File: src/rtl/mutex_pkg.sv
// ============================================================================
// mutex_pkg : shared types and helpers for the mutex_grant_n grant latch.
// Rev 1.0
// ============================================================================
`default_nettype none

package mutex_pkg;

  typedef enum logic [0:0] {
    IDLE = 1'b0,
    HELD = 1'b1
  } state_t;

  // Width of an index into n items, never narrower than one bit.
  function automatic int id_w(input int n);
    return (n <= 2) ? 1 : $clog2(n);
  endfunction

endpackage

`default_nettype wire

File: src/rtl/mutex_grant_n_if.sv
// ============================================================================
// mutex_grant_n_if : request/grant bundle between requesters and the latch.
// Rev 1.0
// ============================================================================
`default_nettype none

interface mutex_grant_n_if #(
  parameter int N = 4
);
  localparam int ID_W = mutex_pkg::id_w(N);

  logic [N-1:0]    req;
  logic [N-1:0]    gnt;
  logic [ID_W-1:0] gnt_id;
  logic            busy;
  logic            timeout;

  modport master (
    output req,
    input  gnt,
    input  gnt_id,
    input  busy,
    input  timeout
  );

  modport slave (
    input  req,
    output gnt,
    output gnt_id,
    output busy,
    output timeout
  );
endinterface

`default_nettype wire

File: src/rtl/mutex_pick.sv
// ============================================================================
// mutex_pick : combinational first-eligible picker searching from i_start.
// Rev 1.0
// ============================================================================
`default_nettype none

module mutex_pick #(
  parameter int N    = 4,
  parameter int ID_W = 2
) (
  input  wire logic [N-1:0]    i_elig,
  input  wire logic [ID_W-1:0] i_start,
  output logic      [N-1:0]    o_onehot,
  output logic      [ID_W-1:0] o_idx,
  output logic                 o_any
);

  logic [ID_W:0] w_cand;

  always_comb begin
    o_idx  = '0;
    o_any  = 1'b0;
    w_cand = '0;
    for (int k = 0; k < N; k++) begin
      // One extra bit so start+k can exceed N-1 before wrapping.
      w_cand = {1'b0, i_start} + (ID_W+1)'(k);
      if (w_cand >= (ID_W+1)'(N)) begin
        w_cand = w_cand - (ID_W+1)'(N);
      end
      if (!o_any && i_elig[w_cand[ID_W-1:0]]) begin
        o_any = 1'b1;
        o_idx = w_cand[ID_W-1:0];
      end
    end
  end

  assign o_onehot = o_any ? (N'(1) << o_idx) : '0;

endmodule

`default_nettype wire

File: src/rtl/mutex_grant_n.sv
// ============================================================================
// mutex_grant_n : N-channel first-come-wins grant latch with optional hold
// timeout. Define MUTEX_RR_EN for rotating tie-break priority.
// Rev 1.0
// ============================================================================
`default_nettype none

module mutex_grant_n
  import mutex_pkg::*;
#(
  parameter int N        = 4,
  parameter int HOLD_MAX = 0
) (
  input wire logic       clk,
  input wire logic       rst,
  mutex_grant_n_if.slave bus
);

  localparam int ID_W = id_w(N);

  state_t          r_state, w_state_nxt;
  logic [N-1:0]    r_gnt, w_gnt_nxt;
  logic [ID_W-1:0] r_gnt_id, w_gnt_id_nxt;
  logic [N-1:0]    r_mask, w_mask_nxt;
  logic            r_timeout, w_timeout_nxt;

  logic [N-1:0]    w_elig;
  logic [N-1:0]    w_pick_oh;
  logic [ID_W-1:0] w_pick_id;
  logic [ID_W-1:0] w_start;
  logic            w_pick_any;
  logic            w_owner_req;
  logic            w_expire;
  logic            w_grant;

  assign w_elig      = bus.req & ~r_mask;
  assign w_owner_req = |(bus.req & r_gnt);
  assign w_grant     = (r_state == IDLE) && w_pick_any;

  mutex_pick #(
    .N    (N),
    .ID_W (ID_W)
  ) u_pick (
    .i_elig   (w_elig),
    .i_start  (w_start),
    .o_onehot (w_pick_oh),
    .o_idx    (w_pick_id),
    .o_any    (w_pick_any)
  );

`ifdef MUTEX_RR_EN
  logic [ID_W-1:0] r_ptr;

  // Next search begins just past whoever won last.
  always_ff @(posedge clk) begin
    if (rst) begin
      r_ptr <= '0;
    end else if (w_grant) begin
      r_ptr <= (w_pick_id == ID_W'(N-1)) ? '0 : w_pick_id + 1'b1;
    end
  end

  assign w_start = r_ptr;
`else
  assign w_start = '0;
`endif

  generate
    if (HOLD_MAX > 0) begin : g_hold
      localparam int CNT_W = id_w(HOLD_MAX);
      logic [CNT_W-1:0] r_cnt;

      always_ff @(posedge clk) begin
        if (rst) begin
          r_cnt <= '0;
        end else if (r_state == HELD) begin
          r_cnt <= r_cnt + 1'b1;
        end else begin
          r_cnt <= '0;
        end
      end

      assign w_expire = (r_state == HELD) && (r_cnt == CNT_W'(HOLD_MAX-1));
    end else begin : g_no_hold
      assign w_expire = 1'b0;
    end
  endgenerate

  always_ff @(posedge clk) begin
    if (rst) begin
      r_state   <= IDLE;
      r_gnt     <= '0;
      r_gnt_id  <= '0;
      r_mask    <= '0;
      r_timeout <= 1'b0;
    end else begin
      r_state   <= w_state_nxt;
      r_gnt     <= w_gnt_nxt;
      r_gnt_id  <= w_gnt_id_nxt;
      r_mask    <= w_mask_nxt;
      r_timeout <= w_timeout_nxt;
    end
  end

  always_comb begin
    w_state_nxt   = r_state;
    w_gnt_nxt     = r_gnt;
    w_gnt_id_nxt  = r_gnt_id;
    w_timeout_nxt = 1'b0;
    // A mask bit survives only while its request stays high.
    w_mask_nxt    = r_mask & bus.req;
    case (r_state)
      IDLE: begin
        if (w_grant) begin
          w_gnt_nxt    = w_pick_oh;
          w_gnt_id_nxt = w_pick_id;
          w_state_nxt  = HELD;
        end
      end
      HELD: begin
        if (!w_owner_req) begin
          w_gnt_nxt    = '0;
          w_gnt_id_nxt = '0;
          w_state_nxt  = IDLE;
        end else if (w_expire) begin
          w_gnt_nxt     = '0;
          w_gnt_id_nxt  = '0;
          w_mask_nxt    = w_mask_nxt | r_gnt;
          w_timeout_nxt = 1'b1;
          w_state_nxt   = IDLE;
        end
      end
      default: begin
        w_state_nxt = IDLE;
      end
    endcase
  end

  assign bus.gnt     = r_gnt;
  assign bus.gnt_id  = r_gnt_id;
  assign bus.busy    = |r_gnt;
  assign bus.timeout = r_timeout;

endmodule

`default_nettype wire

File: src/flat_wrapper.sv
// flat-port wrapper written by rule: the top's interface ports become plain ports
module mutex_grant_n_flat import mutex_pkg::*;
#(
  parameter int N        = 4,
  parameter int HOLD_MAX = 0
)
  (clk, rst, bus_req, bus_gnt, bus_gnt_id, bus_busy, bus_timeout);
  mutex_grant_n_if #(.N(N)) bus_i ();
  input wire logic clk;
  input wire logic rst;
  input wire logic [$bits(bus_i.req)-1:0] bus_req;
  output wire logic [$bits(bus_i.gnt)-1:0] bus_gnt;
  output wire logic [$bits(bus_i.gnt_id)-1:0] bus_gnt_id;
  output wire logic [$bits(bus_i.busy)-1:0] bus_busy;
  output wire logic [$bits(bus_i.timeout)-1:0] bus_timeout;
  assign bus_i.req = bus_req;
  assign bus_gnt = bus_i.gnt;
  assign bus_gnt_id = bus_i.gnt_id;
  assign bus_busy = bus_i.busy;
  assign bus_timeout = bus_i.timeout;
  mutex_grant_n #(.N(N), .HOLD_MAX(HOLD_MAX)) u_core (.clk(clk), .rst(rst), .bus(bus_i));
endmodule
File: config.mk
export PLATFORM = sky130hd
export DESIGN_NAME = mutex_grant_n_flat
export DESIGN_NICKNAME = d
export VERILOG_FILES = /design/src/rtl/mutex_pkg.sv /design/src/rtl/mutex_grant_n_if.sv /design/src/rtl/mutex_pick.sv /design/src/rtl/mutex_grant_n.sv /design/src/flat_wrapper.sv
export SDC_FILE = /design/constraint.sdc
export NUM_CORES = 1
export LEC_CHECK = 0
export CELL_PAD_IN_SITES_DETAIL_PLACEMENT = 0
export CELL_PAD_IN_SITES_GLOBAL_PLACEMENT = 1
export CORE_ASPECT_RATIO = 0.8
export CORE_UTILIZATION = 30
export DETAILED_ROUTE_END_ITERATION = 10
export GPL_ROUTABILITY_DRIVEN = 1
export PLACE_DENSITY_LB_ADDON = 0.1
export SLEW_MARGIN = 10
export SYNTH_ARGS = -nofsm -noshare
export SYNTH_HDL_FRONTEND = slang
export SYNTH_SLANG_ARGS = --single-unit
File: constraint.sdc
create_clock -name clk -period 0.9 [get_ports clk]
set_input_delay 0.18 -clock clk [delete_from_list [all_inputs] [get_ports clk]]
set_output_delay 0.18 -clock clk [all_outputs]
set_load 0.01 [all_outputs]
# Word level (Yosys, flattened, before mapping)
# Index checks and enable logic that the tools add are counted.
# word_totals
out_inout_bits,8
regBits,11
# op_classes
n_mux,17
eq_ne,2
n_shift,1
n_reduce_logical,10
bitwise_logic,5
# ops
operator,count
$and 4x4->4,3
$mux 4,3
$mux 2,4
$pmux 4 s2,1
$reduce_or 4->1,2
$mux 1,7
$logic_and 1x1->1,4
$not 4->4,1
$pmux 2 s2,1
$shl 1x2->4 const A,1
$logic_not 1->1,3
$ne 2x1->1 const B,1
$ne 2x2->1 const B,1
$pmux 1 s2,1
$reduce_and 2->1,1
$not 1->1,1

# Logic depth before layout (Yosys ltp)
# depth
depth_word,16
mapped_depth,5

# Cells and area by module
# A second synthesis with hierarchy kept.
# unflattened
hier_cells,71
area_unflattened_um2,584.3
# modules_own_cells
mod,instances,area_each_um2,seq_area_each_um2,cells_each
mutex_grant_n,1,401.6,220.2,39
mutex_pick,1,182.7,0.0,32

# Worst setup path after synthesis
# OpenSTA, ideal clock, no wires.
# synth_timing
path_type,reg-to-output
start,reg u_core.r_gnt[3] (netlist: u_core.bus.gnt[3])
end,out bus_busy
stages_incl_launch_ff,2
path_slack_ns,-0.200
t_arrival_ns,0.920
cell_sequence,dfxtp_1 or4_1
# synth_between
elab_chain_cells,1
# synth_lines
element,line_no,rtl
start: declaration,mutex_grant_n.sv:22,"logic [N-1:0] r_gnt, w_gnt_nxt;"
start signal: assignment,mutex_grant_n.sv:98,r_gnt <= w_gnt_nxt;
$reduce_or 4->1,mutex_grant_n.sv:141,assign bus.busy = |r_gnt;
end: declaration,flat_wrapper.sv:14,output wire logic [$bits(bus_i.busy)-1:0] bus_busy;
# No other way between the ends.

# Worst setup path after layout
# layout_timing
start,reg u_core.r_gnt[1] (netlist: u_core.bus.gnt[1])
end,out bus_busy
# Same word-level chain as after synthesis.

==> qor.csv <==
metric;value;unit
status;finished with violations;
violations;setup timing;
tns;-2.528;ns
drtAntennaViolNets;0;
crit_family;simple AND/OR/NAND/NOR gates;
ir_worst_vdd;0.6638;mV
post_drt_wl_per_cell;11.40;um
cts.sinks;11;
dieArea;0.001911;mm^2
criticalPathCategory;reg2out;
min_period;1.441;ns
setup_ws;-0.5414;ns
core_area;0.001627;mm^2
synthDistinctLibCells;23;
io_pins;14;
synth.avg_cell_area;9.154;um^2
skew;0.001913;ns
fillers;160;
endpoint_kind;output port;
slowest_delay;0.53;ns
clk_latency;0.27;ns
gr-total-overflow;0;
via_per_inst;4.526;
final_common_cell;buf_4;
worstPathArrival;1.26;ns
min_to;u_core.r_mask[1]$_SDFF_PP0_;
crit_required;0.72;ns
row_count;13;
synth-warning-count;0;
worst-path-max-fanout;2;
vias;516;
finalHoldViolCount;0;
n_antenna_cell;0;
initialDrtViolationCount;6;
critPathBufInv;1;
routabilityCongestion;0.8916;
syn_nets;63;
timing.rr.start;u_core.bus.gnt[1]$_SDFFE_PP0P_;
hpwlAfterDp;946.2;um
cap_violations;0;
die_h;39.30;um
r2r-end;u_core.bus.gnt[1]$_SDFFE_PP0P_;
wirelength;1.300;mm
setup_viol;12;
p_leak;0.4125;nW
cts_tree;built;
crit_path_top_delay_cell;or4_4;
antenna_found_initial;0;
grt_setup_unrepaired;true;
hold-path-cell-count;3;
fin_nets;99;
htreeDepth;1;
cp_cell_sequence;or4_4 > buf_6;
pre_cts_slack;-0.6097;ns
grt.total_usage;0.1594;
drc_errors;0;
grt_max_degree;7;
pwr_density_cell;1202;mW/mm^2
power.total;1.097;mW
postSynthCellCount;57;
grt_first_pass_wirelength;2.097;mm
clkTransAtPathRegs;0.07;ns
finalMaxSlewViolations;0;
netlist_area;521.8;um^2
area_growth;74.82;%
holdCritStartpoint;bus_req[1];
layout-drive-gt1-share;0.5435;
reg2reg_slack;-0.32;ns
clockBufferDepth;2;
seq_area_frac_synth;0.4221;
detail_route.first_pass.iterations;4;
die_x;48.63;um
cts_made_buffers;3;
final_cell_mix;15 x buf_4, 13 x buf_6, 10 x nand2_1;
synth-seq-cells;11;
io_buffers;12;
max_freq;693.8;MHz
grt_pass1_vias;464;
hp-class;in2reg;
startpoint_type;register;
initial_core_util;0.3208;
reg2regPathDepth;5;
finalCritPeriodShare;1.602;
fin_util;0.5608;
cts.root.buffer_cell;clkbuf_4;
## Yosys cell counts (all sizes together)
cell type  count  area (um^2)
a21oi          3        26.28
conb           1        3.750
and3           1        11.26
nor2b          1        6.260
a311oi         1        8.760
a22oi          2        25.02
a21boi         1        7.510
nand2         10        37.54
nor2           9        36.29
nand2b         5        46.30
dfxtp         11        220.2
nand4          1        6.260
a21o           3        22.52
or4            1        7.510
buf            2        18.77
o21bai         1        7.510
o2bb2ai        1        8.760
a31oi          2        12.51
o32ai          1        8.760
## flip-flops by register name, summed over array words and instances, names as in the netlist
signal,cells
u_core.r_mask,4
u_core.bus.gnt_id,2
u_core.bus.gnt,4
u_core.r_state,1
## through the flow
step / std cells / hold WS (ns) / area, um^2
finish: 114 / 0.2461 / 912.1
floorplan: 57 / 0.2938 / 545.5
CTS: 113 / 0.4428 / 890.9
detailed placement: 105 / 0.4296 / 794.5
global route: 114 / 0.2838 / 912.1
global placement: 105 / 0.4273 / 794.5
## where the power goes
part	total, mW	internal, mW	leakage (nW)	switching (mW)
logic	0.240	0.142	0.305	0.0977
registers	0.518	0.503	0.0923	0.0151
clock network	0.339	0.172	0.0150	0.167
## tightest hold or removal path, delay by kind of cell
kind | cells | cell delay (ns)
AND/OR/NAND/NOR | 2 | 0.12
buffers and inverters | 1 | 0.18
## layer usage
| metal | part of all wire | track usage | vias to the layer above |
|---|---|---|---|
| met5 | 0 | 0 | - |
| met4 | 0.019 | 0.08824 | 0 |
| met3 | 0.047 | 0.05814 | 4 |
| met2 | 0.47 | 0.2431 | 13 |
| li1 | - | - | 271 |
| met1 | 0.47 | 0.1972 | 228 |
## area by class of cell
cell class | count | area, um^2 | area share
Tap cell | 22 | 27.53 | 0.03018
Timing Repair Buffer | 33 | 312.8 | 0.3429
Clock buffer | 4 | 26.28 | 0.02881
Sequential cell | 11 | 229.0 | 0.2510
Multi-Input combinational cell | 44 | 316.6 | 0.3471
## worst max path at each step
stage                                endpoint                           start  depth (start not counted)
2_1_floorplan                        bus_busy  u_core.bus.gnt[1]$_SDFFE_PP0P_                          1
3_3_place_gp                         bus_busy  u_core.bus.gnt[1]$_SDFFE_PP0P_                          2
3_5_place_dp   u_core.bus.gnt[1]$_SDFFE_PP0P_                      bus_req[1]                          5
4_1_cts                              bus_busy  u_core.bus.gnt[0]$_SDFFE_PP0P_                          2
5_1_grt                              bus_busy  u_core.bus.gnt[1]$_SDFFE_PP0P_                          2
6_report                             bus_busy  u_core.bus.gnt[1]$_SDFFE_PP0P_                          2
## repair_timing
action / 4_1_cts / 5_1_grt
hold buffers: 0 / 0
buffers inserted: 4 / 2
resized for setup: 46 / 5
pin swaps: 9 / 5
setup endpoints to repair: 14 / 14
## cells by family (layout without fill, tap and decap cells)
| logic type | count (synthesis) | in the layout | synth area share |
|---|---|---|---|
| AO/OA/AOI/OAI | 15 | 15 | 0.2446 |
| other | 1 | 1 | 0.007187 |
| AND/OR/NAND/NOR | 28 | 28 | 0.2902 |
| flip-flops | 11 | 11 | 0.4221 |
| buffers and inverters | 2 | 37 | 0.03598 |
Note: power is estimated with default switching activity, not from simulation.
